File: src/rtl/up_dn_sweep_ctrl.sv
// up_dn_sweep_ctrl: drives an external up/down counter through bounded
// triangle sweeps (Lo_Lim..Hi_Lim) with dwell at each end.
// Ports:
//   CLK, RST            clock, async active-high reset
//   Start, Abort        sweep request (IDLE only) / terminate sweep
//   Start_Val, Lo_Lim,
//   Hi_Lim, Cycles      sweep config, captured when Start is accepted
//   Counter, High, Low  counter feedback
//   Up, Down, Load, IN  counter commands and load value
//   Busy, Done, Err     status; Done/Err are one-cycle pulses
//   Sweep_Cnt           completed sweeps (4-bit wrap)
module up_dn_sweep_ctrl #(
    parameter int WIDTH = 5,
    parameter int DWELL = 4
) (
    input  logic             CLK,
    input  logic             RST,
    input  logic             Start,
    input  logic             Abort,
    input  logic [WIDTH-1:0] Start_Val,
    input  logic [WIDTH-1:0] Lo_Lim,
    input  logic [WIDTH-1:0] Hi_Lim,
    input  logic [3:0]       Cycles,
    input  logic [WIDTH-1:0] Counter,
    input  logic             High,
    input  logic             Low,
    output logic             Up,
    output logic             Down,
    output logic             Load,
    output logic [WIDTH-1:0] IN,
    output logic             Busy,
    output logic             Done,
    output logic             Err,
    output logic [3:0]       Sweep_Cnt
);

    localparam int DW = (DWELL > 1) ? $clog2(DWELL) : 1;
    localparam logic [WIDTH-1:0] ONE = WIDTH'(1);
    localparam logic [DW-1:0] D_LAST = DW'(DWELL - 1);

    typedef enum logic [2:0] {
        S_IDLE,
        S_LOAD,
        S_UP,
        S_DWELL_HI,
        S_DOWN,
        S_DWELL_LO,
        S_DONE
    } state_t;

    state_t           state, state_n;
    logic [WIDTH-1:0] sv_r, lo_r, hi_r, exp_r;
    logic [3:0]       cyc_r, cnt_r, cnt_nx;
    logic [DW-1:0]    dcnt;
    logic             accept, cnt_inc, err_n, done_n;
    logic             cfg_ok, tracking, mismatch, dlast;

    assign cfg_ok = (Lo_Lim < Hi_Lim) && (Start_Val >= Lo_Lim)
                 && (Start_Val <= Hi_Lim);
    assign cnt_nx = cnt_r + 4'd1;
    assign dlast = (dcnt == D_LAST);
    assign tracking = (state == S_UP) || (state == S_DWELL_HI)
                   || (state == S_DOWN) || (state == S_DWELL_LO);
    // Counter must always agree with the value we believe we commanded
    assign mismatch = tracking && (Counter != exp_r);
    assign Busy = (state != S_IDLE);
    assign Sweep_Cnt = cnt_r;

    always_comb begin
        state_n = state;
        Up      = 1'b0;
        Down    = 1'b0;
        Load    = 1'b0;
        IN      = '0;
        accept  = 1'b0;
        cnt_inc = 1'b0;
        err_n   = 1'b0;
        done_n  = 1'b0;
        unique case (state)
            S_IDLE: begin
                if (Start) begin
                    if (cfg_ok) begin
                        accept  = 1'b1;
                        state_n = S_LOAD;
                    end else begin
                        err_n = 1'b1;
                    end
                end
            end
            S_LOAD: begin
                Load    = 1'b1;
                IN      = sv_r;
                state_n = S_UP;
            end
            S_UP: begin
                if (Counter == hi_r) state_n = S_DWELL_HI;
                else                 Up = ~High;
            end
            S_DWELL_HI: begin
                if (dlast) state_n = S_DOWN;
            end
            S_DOWN: begin
                if (Counter == lo_r) begin
                    cnt_inc = 1'b1;
                    if (cyc_r != 4'd0 && cnt_nx == cyc_r)
                        state_n = S_DONE;
                    else
                        state_n = S_DWELL_LO;
                end else begin
                    Down = ~Low;
                end
            end
            S_DWELL_LO: begin
                if (dlast) state_n = S_UP;
            end
            S_DONE: begin
                done_n  = 1'b1;
                state_n = S_IDLE;
            end
            default: state_n = S_IDLE;
        endcase
        // Abort or tracking loss kills commands this cycle and
        // returns to IDLE without counting or completing the sweep
        if (Busy && (Abort || mismatch)) begin
            Up      = 1'b0;
            Down    = 1'b0;
            Load    = 1'b0;
            cnt_inc = 1'b0;
            done_n  = 1'b0;
            err_n   = mismatch;
            state_n = S_IDLE;
        end
    end

    always_ff @(posedge CLK or posedge RST) begin
        if (RST) begin
            state <= S_IDLE;
            Err   <= 1'b0;
            Done  <= 1'b0;
            sv_r  <= '0;
            lo_r  <= '0;
            hi_r  <= '0;
            exp_r <= '0;
            cyc_r <= '0;
            cnt_r <= '0;
            dcnt  <= '0;
        end else begin
            state <= state_n;
            Err   <= err_n;
            Done  <= done_n;
            if (accept) begin
                sv_r  <= Start_Val;
                lo_r  <= Lo_Lim;
                hi_r  <= Hi_Lim;
                cyc_r <= Cycles;
                cnt_r <= 4'd0;
                exp_r <= Start_Val;
            end else begin
                if (cnt_inc) cnt_r <= cnt_nx;
                if (Up)        exp_r <= exp_r + ONE;
                else if (Down) exp_r <= exp_r - ONE;
            end
            if ((state == S_DWELL_HI || state == S_DWELL_LO)
                && state_n == state)
                dcnt <= dcnt + DW'(1);
            else
                dcnt <= '0;
        end
    end

endmodule
File: config.mk
export PLATFORM = sky130hd
export DESIGN_NAME = up_dn_sweep_ctrl
export DESIGN_NICKNAME = d
export VERILOG_FILES = /design/src/rtl/up_dn_sweep_ctrl.sv
export SDC_FILE = /design/constraint.sdc
export NUM_CORES = 1
export LEC_CHECK = 0
export CAP_MARGIN = 5
export CORE_MARGIN = 2
export CORE_UTILIZATION = 35
export CTS_BUF_LIST = sky130_fd_sc_hd__clkbuf_8
export CTS_CLUSTER_DIAMETER = 40
export DETAILED_ROUTE_END_ITERATION = 10
export HOLD_SLACK_MARGIN = 0.15
export REMOVE_ABC_BUFFERS = 1
export SLEW_MARGIN = 10
export SYNTH_ARGS = -nofsm -noshare
export SYNTH_HDL_FRONTEND = slang
export SYNTH_SLANG_ARGS = --single-unit
File: constraint.sdc
create_clock -name CLK -period 3.3 [get_ports CLK]
set_input_delay 0.33 -clock CLK [delete_from_list [all_inputs] [get_ports CLK]]
set_output_delay 0.33 -clock CLK [all_outputs]
set_load 0.005 [all_outputs]
==> reports/metrics.yaml, run 1 <==
worst_setup_path_start_kind: "register"
grt_start_max_net_pins: 36
num_io_pins: 45
drive_above_1_share_pct: 11.95
syn_to_final_growth_pct: 27.81
ir_worst_vdd_uv: 246.2
postSynthRegisterBits: 35
drt-pass1-iter-count: 4
worstReg2RegStart: "state[1]"
rsz0062_at_grt: "false"
status: "finished clean"
cp.required_ps: 3510
routedWlPerCell_um: 13.74
clock_skew_after_layout_ps: 5.476
synth.yosys.warnings: 0
clock_tree_from_tritoncts: "yes"
synthCells: 238
dpl_worst_slack_ps: 44.48
total_wire_length_after_detailed_routing_um: 5125
inserted_clock_buffers: 5
postCtsResizedCells: 0
fin_tns_setup_ps: 0
synthesis.area_mm2: 0.002380
core_area_mm2: 0.006681
floorplan.initialDensity_pct: 35.62
number_of_vias_in_the_routed_layout: 1824
grt_first_pass_wirelength_um: 8521
final.period_utilization_pct: 89.09
via_per_inst: 4.890
final_nets: 343
maxCapViolCount: 0
count_of_cell_types_in_the_netlist: 45
globalplace.congestion: 0.8338
cts_setup_buffers: 0
crit_arrival_ps: 3150
cts.path.max_buffers: 2
residual_drc_count: 0
finalNonFillerCells: 373
cts_hold_repair.buffers: 0
clock_insertion_delay_at_the_later_pin_of_the_skew_report_ps: 280
timing.final.hold_violations: 0
clk_transition_reported_paths_ps: 70
timing_worst_setup_path_type: "register to register"
dp.final_hpwl_um: 4063
synthesis.area_per_instance_um2: 9.999
clock_root_cell: "clkbuf_8"
antenna_cells: 0
cellPowerDensity_mw_per_mm2: 586.7
final_period_minus_worst_setup_slack_ps: 2940
synth.yosys.seq_area_share_pct: 36.80
tightest_pin_transition_ps: 707.1
via_count_of_the_first_global_routing_pass: 1792
timing.reg2reg.worst_path_depth: 10
die_h_um: 86.46
setup_viol: 0
timing.hold.worst.class: "input port to async pin"
critical_path.endpoint_type: "register"
critPathLaunch: "state[1]"
timing.reg2reg.setup_slack_ps: 360
numPortBuffers: 44
h-tree-depth: 2
antenna_violations_before_repair: 0
fill_cells: 672
post-route-worst-setup-slack_ps: 360.2
ant_nets: 0
timing.final.max_slew_violations: 0
leakage_nw: 1.330
num_rows: 30
drt-initial-drc-count: 80
placed_cells: 366
die-area_mm2: 0.007475
grt_util_all_layers_pct: 14.64
timing.critical_path.fanout_max: 13
numClockSinks: 35
max_slew_margin_pct: 52.76
max_freq_mhz: 340.2
overflow_left_after_global_routing: 0
chipWidth_um: 86.46
routing by layer:
layer	track usage (%)	wire length, µm
met3	3.048	150
met2	24.97	2502
met1	18.90	2423
met5	0	0
met4	3.835	48
flip-flops by register name, indices dropped and copies added, names as in the netlist:
name       flops
exp_r          5
hi_r           5
lo_r           5
sv_r           5
Sweep_Cnt      4
cyc_r          4
state          3
dcnt           2
Done           1
Err            1
worst paths after layout:
kind,to
worst max-delay path,exp_r[4]
worst min-delay path,cyc_r[1]
worst max register to register,exp_r[4]
worst min register to register,sv_r[4]
max in group asynchronous,lo_r[3]
min in group CLK,sv_r[4]
cell usage after synthesis, drive strengths merged:
library cell  instances  share of area [%]
nor3                 12                2.7
fa                    1               0.84
inv                  19                3.0
or2                   2               0.53
mux2                 16                7.6
o32a                  1               0.42
buf                   6                1.9
nor3b                 3               0.95
nand3                 5                1.1
o21bai                1               0.32
nor2b                 5                1.3
o211ai                1               0.32
clkbuf                1               0.16
a2111oi               1                1.2
a22o                  1               0.37
xnor2                17                6.3
nand4                 2               0.53
a211oi                1               0.32
nand2b                3               0.79
nand2                13                2.1
ha                   19                 10
nor2                 12                1.9
nand4b                1               0.37
mux2i                 5                2.1
a22oi                 1               0.53
xor2                 10                3.7
o21a                  2               0.63
a31oi                 1               0.26
o21ba                 2               0.84
dfrtp                35                 37
a21boi                1               0.32
or3                   1               0.47
and2                  5                1.3
o21ai                15                3.2
a21oi                11                2.5
nor4                  3                1.7
a21o                  3               0.95
power by group:
part | internal (W) | switching (W)
logic | 0.000408 | 0.000342
registers | 0.000590 | 0.000132
clock network | 0.000164 | 0.000148
total | 0.00116 | 0.000623
cell usage in the layout, fill, tap and decap left out, types with 6 or more instances in the layout:
master	count
mux2_2	6
a21oi_1	10
inv_1	19
xor2_1	10
nor3_1	11
clkbuf_8	6
dfrtp_1	35
nand2_1	13
buf_4	11
ha_1	19
o21ai_0	14
xnor2_1	17
nor2_1	12
clkdlybuf4s50_1	44
mux2_1	10
cells by family (layout without fill, tap and decap cells):
logic type / Yosys count / count (layout) / synth area share, %
AND/OR/NAND/NOR: 67 / 67 / 15.67
adder cells (fa/ha/maj): 20 / 20 / 10.83
AO/OA/AOI/OAI: 42 / 42 / 12.04
flip-flops: 35 / 35 / 36.80
buffers and inverters: 26 / 81 / 5.047
XOR/XNOR: 27 / 27 / 9.937
multiplexers: 21 / 21 / 9.674
worst max-delay path, stage by stage (launching register included):
cell and delay (ps):
dfrtp_1 580, nand2b_1 160, nor3_1 190, o21ai_0 150, or2_2 340, fa_1 460, a21o_1 170, a21oi_1 140
mux2_2 350, o21ba_2 210, a21oi_1 130
cell type report:
class,instances,area (µm²),share of cell area [%]
multi-input cells,177,1384,45.50
well taps,80,100.1,3.291
flip-flops and latches,35,875.8,28.79
clock inverters,1,5.005,0.1645
inverters,19,71.32,2.345
repair buffers,55,523.0,17.19
clock buffers,6,82.58,2.715
stage by stage:
stage	cell area (µm²)	power [W]	hold slack (ps)	util [%]
6_report	3042	0.001785	446.6	45.52
5_1_grt	3042	0.001936	479.1	45.52
4_1_cts	3042	0.001817	456.2	45.52
3_5_place_dp	2954	0.001493	492.5	44.21
3_3_place_gp	2954	0.001478	486.4	44.21
2_1_floorplan	2331	0.001249	400.7	-
Note: power is estimated with default switching activity, not from simulation.
==> inputs of run 2 (changes only) <==
RECOVER_POWER = 50   (was unset)
TNS_END_PERCENT = 100   (was unset)
==> run 2 against run 1 <==
  * The flow now finishes with violations (capacitance limit, slew limit)
  * Largest cell class unchanged
  * Register-to-register slack about the same
  * Non-clock buffer count unchanged
  * Die area unchanged
  * Clock skew about the same
  * Highest routed layer unchanged
  * Sequential power about the same
  * Sequential share of layout area increased by 0.11 points
  * Fmax about the same
  * Utilization decreased by 0.17 points
  * Setup slack about the same
  * Flip-flop and latch count unchanged
  * First-iteration DRC count unchanged
  * Routed wire length unchanged
==> reports/metrics.yaml, run 2 (synthesized netlist as in run 1, its figures left out) <==
critical_path.max_stage_delay_ps: 470
critical_path.endpoint_type: "register"
fin_tns_setup_ps: 0
cts_setup_buffers: 0
grt_first_pass_wirelength_um: 8521
most_frequent_standard_cell_in_the_layout_excluding_fill_and_tap_cells: "clkdlybuf4s50_1"
cp.required_ps: 3510
timing.hold.worst.class: "register to register"
timing.critical_path.fanout_max: 7
timing.final.hold_violations: 0
path_common_cell: "a21oi_1"
min-delay-start: "sv_r[4]"
dp.final_hpwl_um: 4063
clock_root_cell: "clkbuf_8"
worst_path_max_delay_cell: "dfrtp_1"
drt-pass1-iter-count: 4
maxCapViolCount: 1
number_of_vias_in_the_routed_layout: 1824
antenna_cells: 0
cts.path.max_buffers: 2
grt_util_all_layers_pct: 14.64
die_h_um: 86.46
rsz0062_at_grt: "false"
postPlaceCellArea_mm2: 0.002954
worstReg2RegStart: "state[2]"
clock_tree_from_tritoncts: "yes"
residual_drc_count: 0
timing_worst_setup_path_type: "register to register"
leakage_nw: 1.334
finalNonFillerCells: 373
antenna_violations_before_repair: 0
clock_insertion_delay_at_the_later_pin_of_the_skew_report_ps: 280
core_area_mm2: 0.006681
timing.reg2reg.setup_slack_ps: 360
overflow_left_after_global_routing: 0
final_area_mm2: 0.003030
final_nets: 343
clock_skew_after_layout_ps: 5.476
crit_path_cell_trace: "clkbuf_1 > xor2_1 > nor2_1 > a21oi_1 > or2_2 > fa_1 > a21o_1 > a21oi_1 > mux2_2 > o21ba_2 > a21oi_1"
via_per_inst: 4.890
numClockSinks: 35
globalplace.congestion: 0.8338
die-area_mm2: 0.007475
tightest_pin_transition_ps: 1901
cellPowerDensity_mw_per_mm2: 586.6
setup_viol: 0
inserted_clock_buffers: 5
syn_to_final_growth_pct: 27.34
final_core_util_pct: 45.36
final.period_utilization_pct: 89.09
grt_start_max_net_pins: 36
drt-initial-drc-count: 80
crit_arrival_ps: 3150
layout.cells.most_common_list: "clkdlybuf4s50_1 (38), dfrtp_1 (35), inv_1 (19), ha_1 (19), xnor2_1 (17)"
h-tree-depth: 2
postCtsResizedCells: 0
max_freq_mhz: 340.1
drive_above_1_share_pct: 10.92
num_io_pins: 45
routedWlPerCell_um: 13.74
worst_setup_path_start_kind: "register"
clk_transition_reported_paths_ps: 70
critPathLaunch: "state[2]"
num_rows: 30
fin_worst_hold_slack_ps: 507.1
placed_cells: 366
timing.final.max_slew_violations: 36
failed_checks: "capacitance limit, slew limit"
ir_worst_vdd_uv: 246.1
via_count_of_the_first_global_routing_pass: 1792
chipWidth_um: 86.46
ant_nets: 0
status: "finished, violations left"
cts_hold_repair.buffers: 0
floorplan.initialDensity_pct: 35.62
numPortBuffers: 44
max_slew_margin_pct: -26.76
final_period_minus_worst_setup_slack_ps: 2940
total_wire_length_after_detailed_routing_um: 5125
-- run 2: report_power, final --
part | internal, W | switching, W
combinational | 0.000402 | 0.000342
clock | 0.000164 | 0.000149
sequential | 0.000590 | 0.000131
-- run 2: per-layer routing --
metal  track usage, %  routed length, µm
met1            18.90               2427
met2            24.97               2498
met3            3.048                150
met4            3.835                 48
met5                0                  0
-- run 2: cell type report --
cell class / count / area (µm²)
well taps: 80 / 100.1
fillers: 673 / 3651
repair buffers: 55 / 511.7
clock buffers: 6 / 82.58
flip-flops and latches: 35 / 875.8
clock inverters: 1 / 5.005
multi-input cells: 177 / 1384
inverters: 19 / 71.32
-- run 2: per-stage QoR --
stage | total power (W) | setup WS (ps)
after floorplan | 0.001249 | 385.0
after global placement | 0.001478 | 84.16
after detailed placement | 0.001493 | 44.48
after CTS | 0.001817 | 350.7
after global routing | 0.001929 | 135.6
final | 0.001778 | 359.9
-- run 2: path summary, 6_finish.rpt --
kind,end,cells past startpoint
max,exp_r[4],11
min,sv_r[4],1
max reg2reg,exp_r[4],11
min reg2reg,sv_r[4],1
max in group asynchronous,lo_r[3],3
min in group asynchronous,cyc_r[1],3
-- run 2: critical path, delay by kind of cell, from the launching register on --
| kind | cells | cell delay [ps] |
|---|---|---|
| simple gates | 2 | 480 |
| compound gates | 5 | 710 |
| xor+xnor | 1 | 160 |
| buf+inv | 1 | 250 |
| fa+ha+maj | 1 | 460 |
| flops | 1 | 470 |
| mux | 1 | 350 |
==> RTL edit, RTL diff (flow settings as in run 1) <==
Re-encode `state_t` (7 states) as one-hot, 7 bits wide.
--- a/src/rtl/up_dn_sweep_ctrl.sv
+++ b/src/rtl/up_dn_sweep_ctrl.sv
@@ -40,10 +40,10 @@
 
-    typedef enum logic [2:0] {
-        S_IDLE,
-        S_LOAD,
-        S_UP,
-        S_DWELL_HI,
-        S_DOWN,
-        S_DWELL_LO,
-        S_DONE
+    typedef enum logic [6:0] {
+        S_IDLE     = 7'b0000001,
+        S_LOAD     = 7'b0000010,
+        S_UP       = 7'b0000100,
+        S_DWELL_HI = 7'b0001000,
+        S_DOWN     = 7'b0010000,
+        S_DWELL_LO = 7'b0100000,
+        S_DONE     = 7'b1000000
     } state_t;
Formal check against the unedited RTL: no difference found for any inputs over 10 cycles, from zero or initial values and one cycle with RST high; not proved beyond that.
==> RTL edit against run 1 <==
  * Routed wire length grew 27%
  * Count of clock-buffer cells in the layout shrank 1
  * Synthesized cell count grew 17%
  * Sequential cell count grew 4
  * Worst setup slack lost 110 ps
  * Core utilization grew 0.91 points
  * Cell count grew 16%
  * Cell area grew 11%
  * Synthesized area grew 12%
  * Via count grew 22%
  * Sequential share of layout area grew 0.10 points
  * Power shrank 0.74%
  * Fmax shrank 3.5%
==> RTL edit: results (changes against run 1) <==
| Metric | Value |
|---|---|
| Placed insts | 425 (+16%) |
| Met2 Routed Length | 3060 um (+22%) |
| Status | completed |
| Int Power | 1.13 mW (-2.9%) |
| Final core occ | 0.464 (+0.00907) |
| Met1 WL | 3090 um (+27%) |
| P_clk | 330 uW (+6%) |
| CP max FO | 7 (-6) |
| ClkCell Share | 0.0262 (-0.00256) |
| All-Layer GR Usage | 0.165 (+0.0188) |
| Avg WL per Cell | 15.1 um (+9.8%) |
| Placed inst area | 3290 um^2 (+11%) |
| Total Nets Final | 383 (+12%) |
| Leak pwr | 1.56 nW (+17%) |
| Vias in the first global route | 2,277 (+27%) |
| Post-Route WL | 6530 um (+27%) |
| Multi-In Gates | 210 (+19%) |
| Row Count | 31 (+3.3%) |
| Hpwl dp | 5250 um (+29%) |
| Worst hold slack | 498 ps (+51.8 ps) |
| WL met3 | 284 um (+89%) |
| Post-synthesis mux area share | 0.0780 (-0.0187) |
| Plain + repair buffers | 56 (+1.8%) |
| Register area | 978 um^2 (+12%) |
| Pin count of the biggest net entering global routing | 30 (-17%) |
| Worst Max-Slew Pin Slew | 828 ps (+121 ps) |
| Fillcell total | 753 (+12%) |
| Psw | 643 uW (+3.2%) |
| Gp weighted congestion | 0.835 (+0.13%) |
| Synth Area in Compound Gates | 0.168 (+0.0474) |
| Gate power share | 0.386 (-0.034) |
| Post-synthesis adder-cell area fraction | 0.0968 (-0.0115) |
| DR iter-0 viols | 85 (+6.3%) |
| NonClk Buf Share | 0.160 (-0.0116) |
| Crit-path leading delay family | simple AND/OR/NAND/NOR gates |
| Total number of vias | 2,225 (+22%) |
| Top post-synthesis cells by count | dfrtp_1, inv_1, ha_1 |
| Dominant cells by area after synthesis | dfrtp_1, ha_1, mux2_1 |
| Arr. time, crit path | 3270 ps (+120 ps) |
| Crit path max-delay cell type | or4_1 |
| Internal reg-to-reg setup slack | 250 ps (-110 ps) |
| VDD IR-drop max | 0.000356 V (+44%) |
| Xor and xnor fraction of the mapped netlist area | 0.0789 (-0.0204) |
==> RTL edit: changes by cell type after synthesis, moves of 4 or more <==
cell / run 1 / this run
nor4_1: 1 / 7
nor3_1: 11 / 7
mux2_2: 6 / 1
o21ai_0: 14 / 9
o21ai_1: 1 / 9
xnor2_1: 17 / 11
nor2_1: 12 / 18
nand2_1: 13 / 18
a21o_1: 3 / 8
==> RTL edit: worst reg2reg max path, delay by kind of cell, from the launching register on <==
kind	cells	cell delay (ps)
AO/OA/AOI/OAI	4	580
XOR/XNOR	1	100
adder cells (fa/ha/maj)	1	460
flip-flops	1	440
AND/OR/NAND/NOR	5	1390
==> RTL edit: routing by layer <==
| metal | track usage | vias to the layer above |
|---|---|---|
| met1 | 0.217 | 1068 |
| met3 | 0.0340 | 8 |
| met5 | 0 | - |
| met2 | 0.274 | 51 |
| li1 | - | 1098 |
| met4 | 0.0480 | 0 |
==> RTL edit: timing repair <==
action	CTS	global route
resized for setup	0	4
setup endpoints to repair	0	1
setup buffers	0	0
endpoints found under the hold margin	0	0
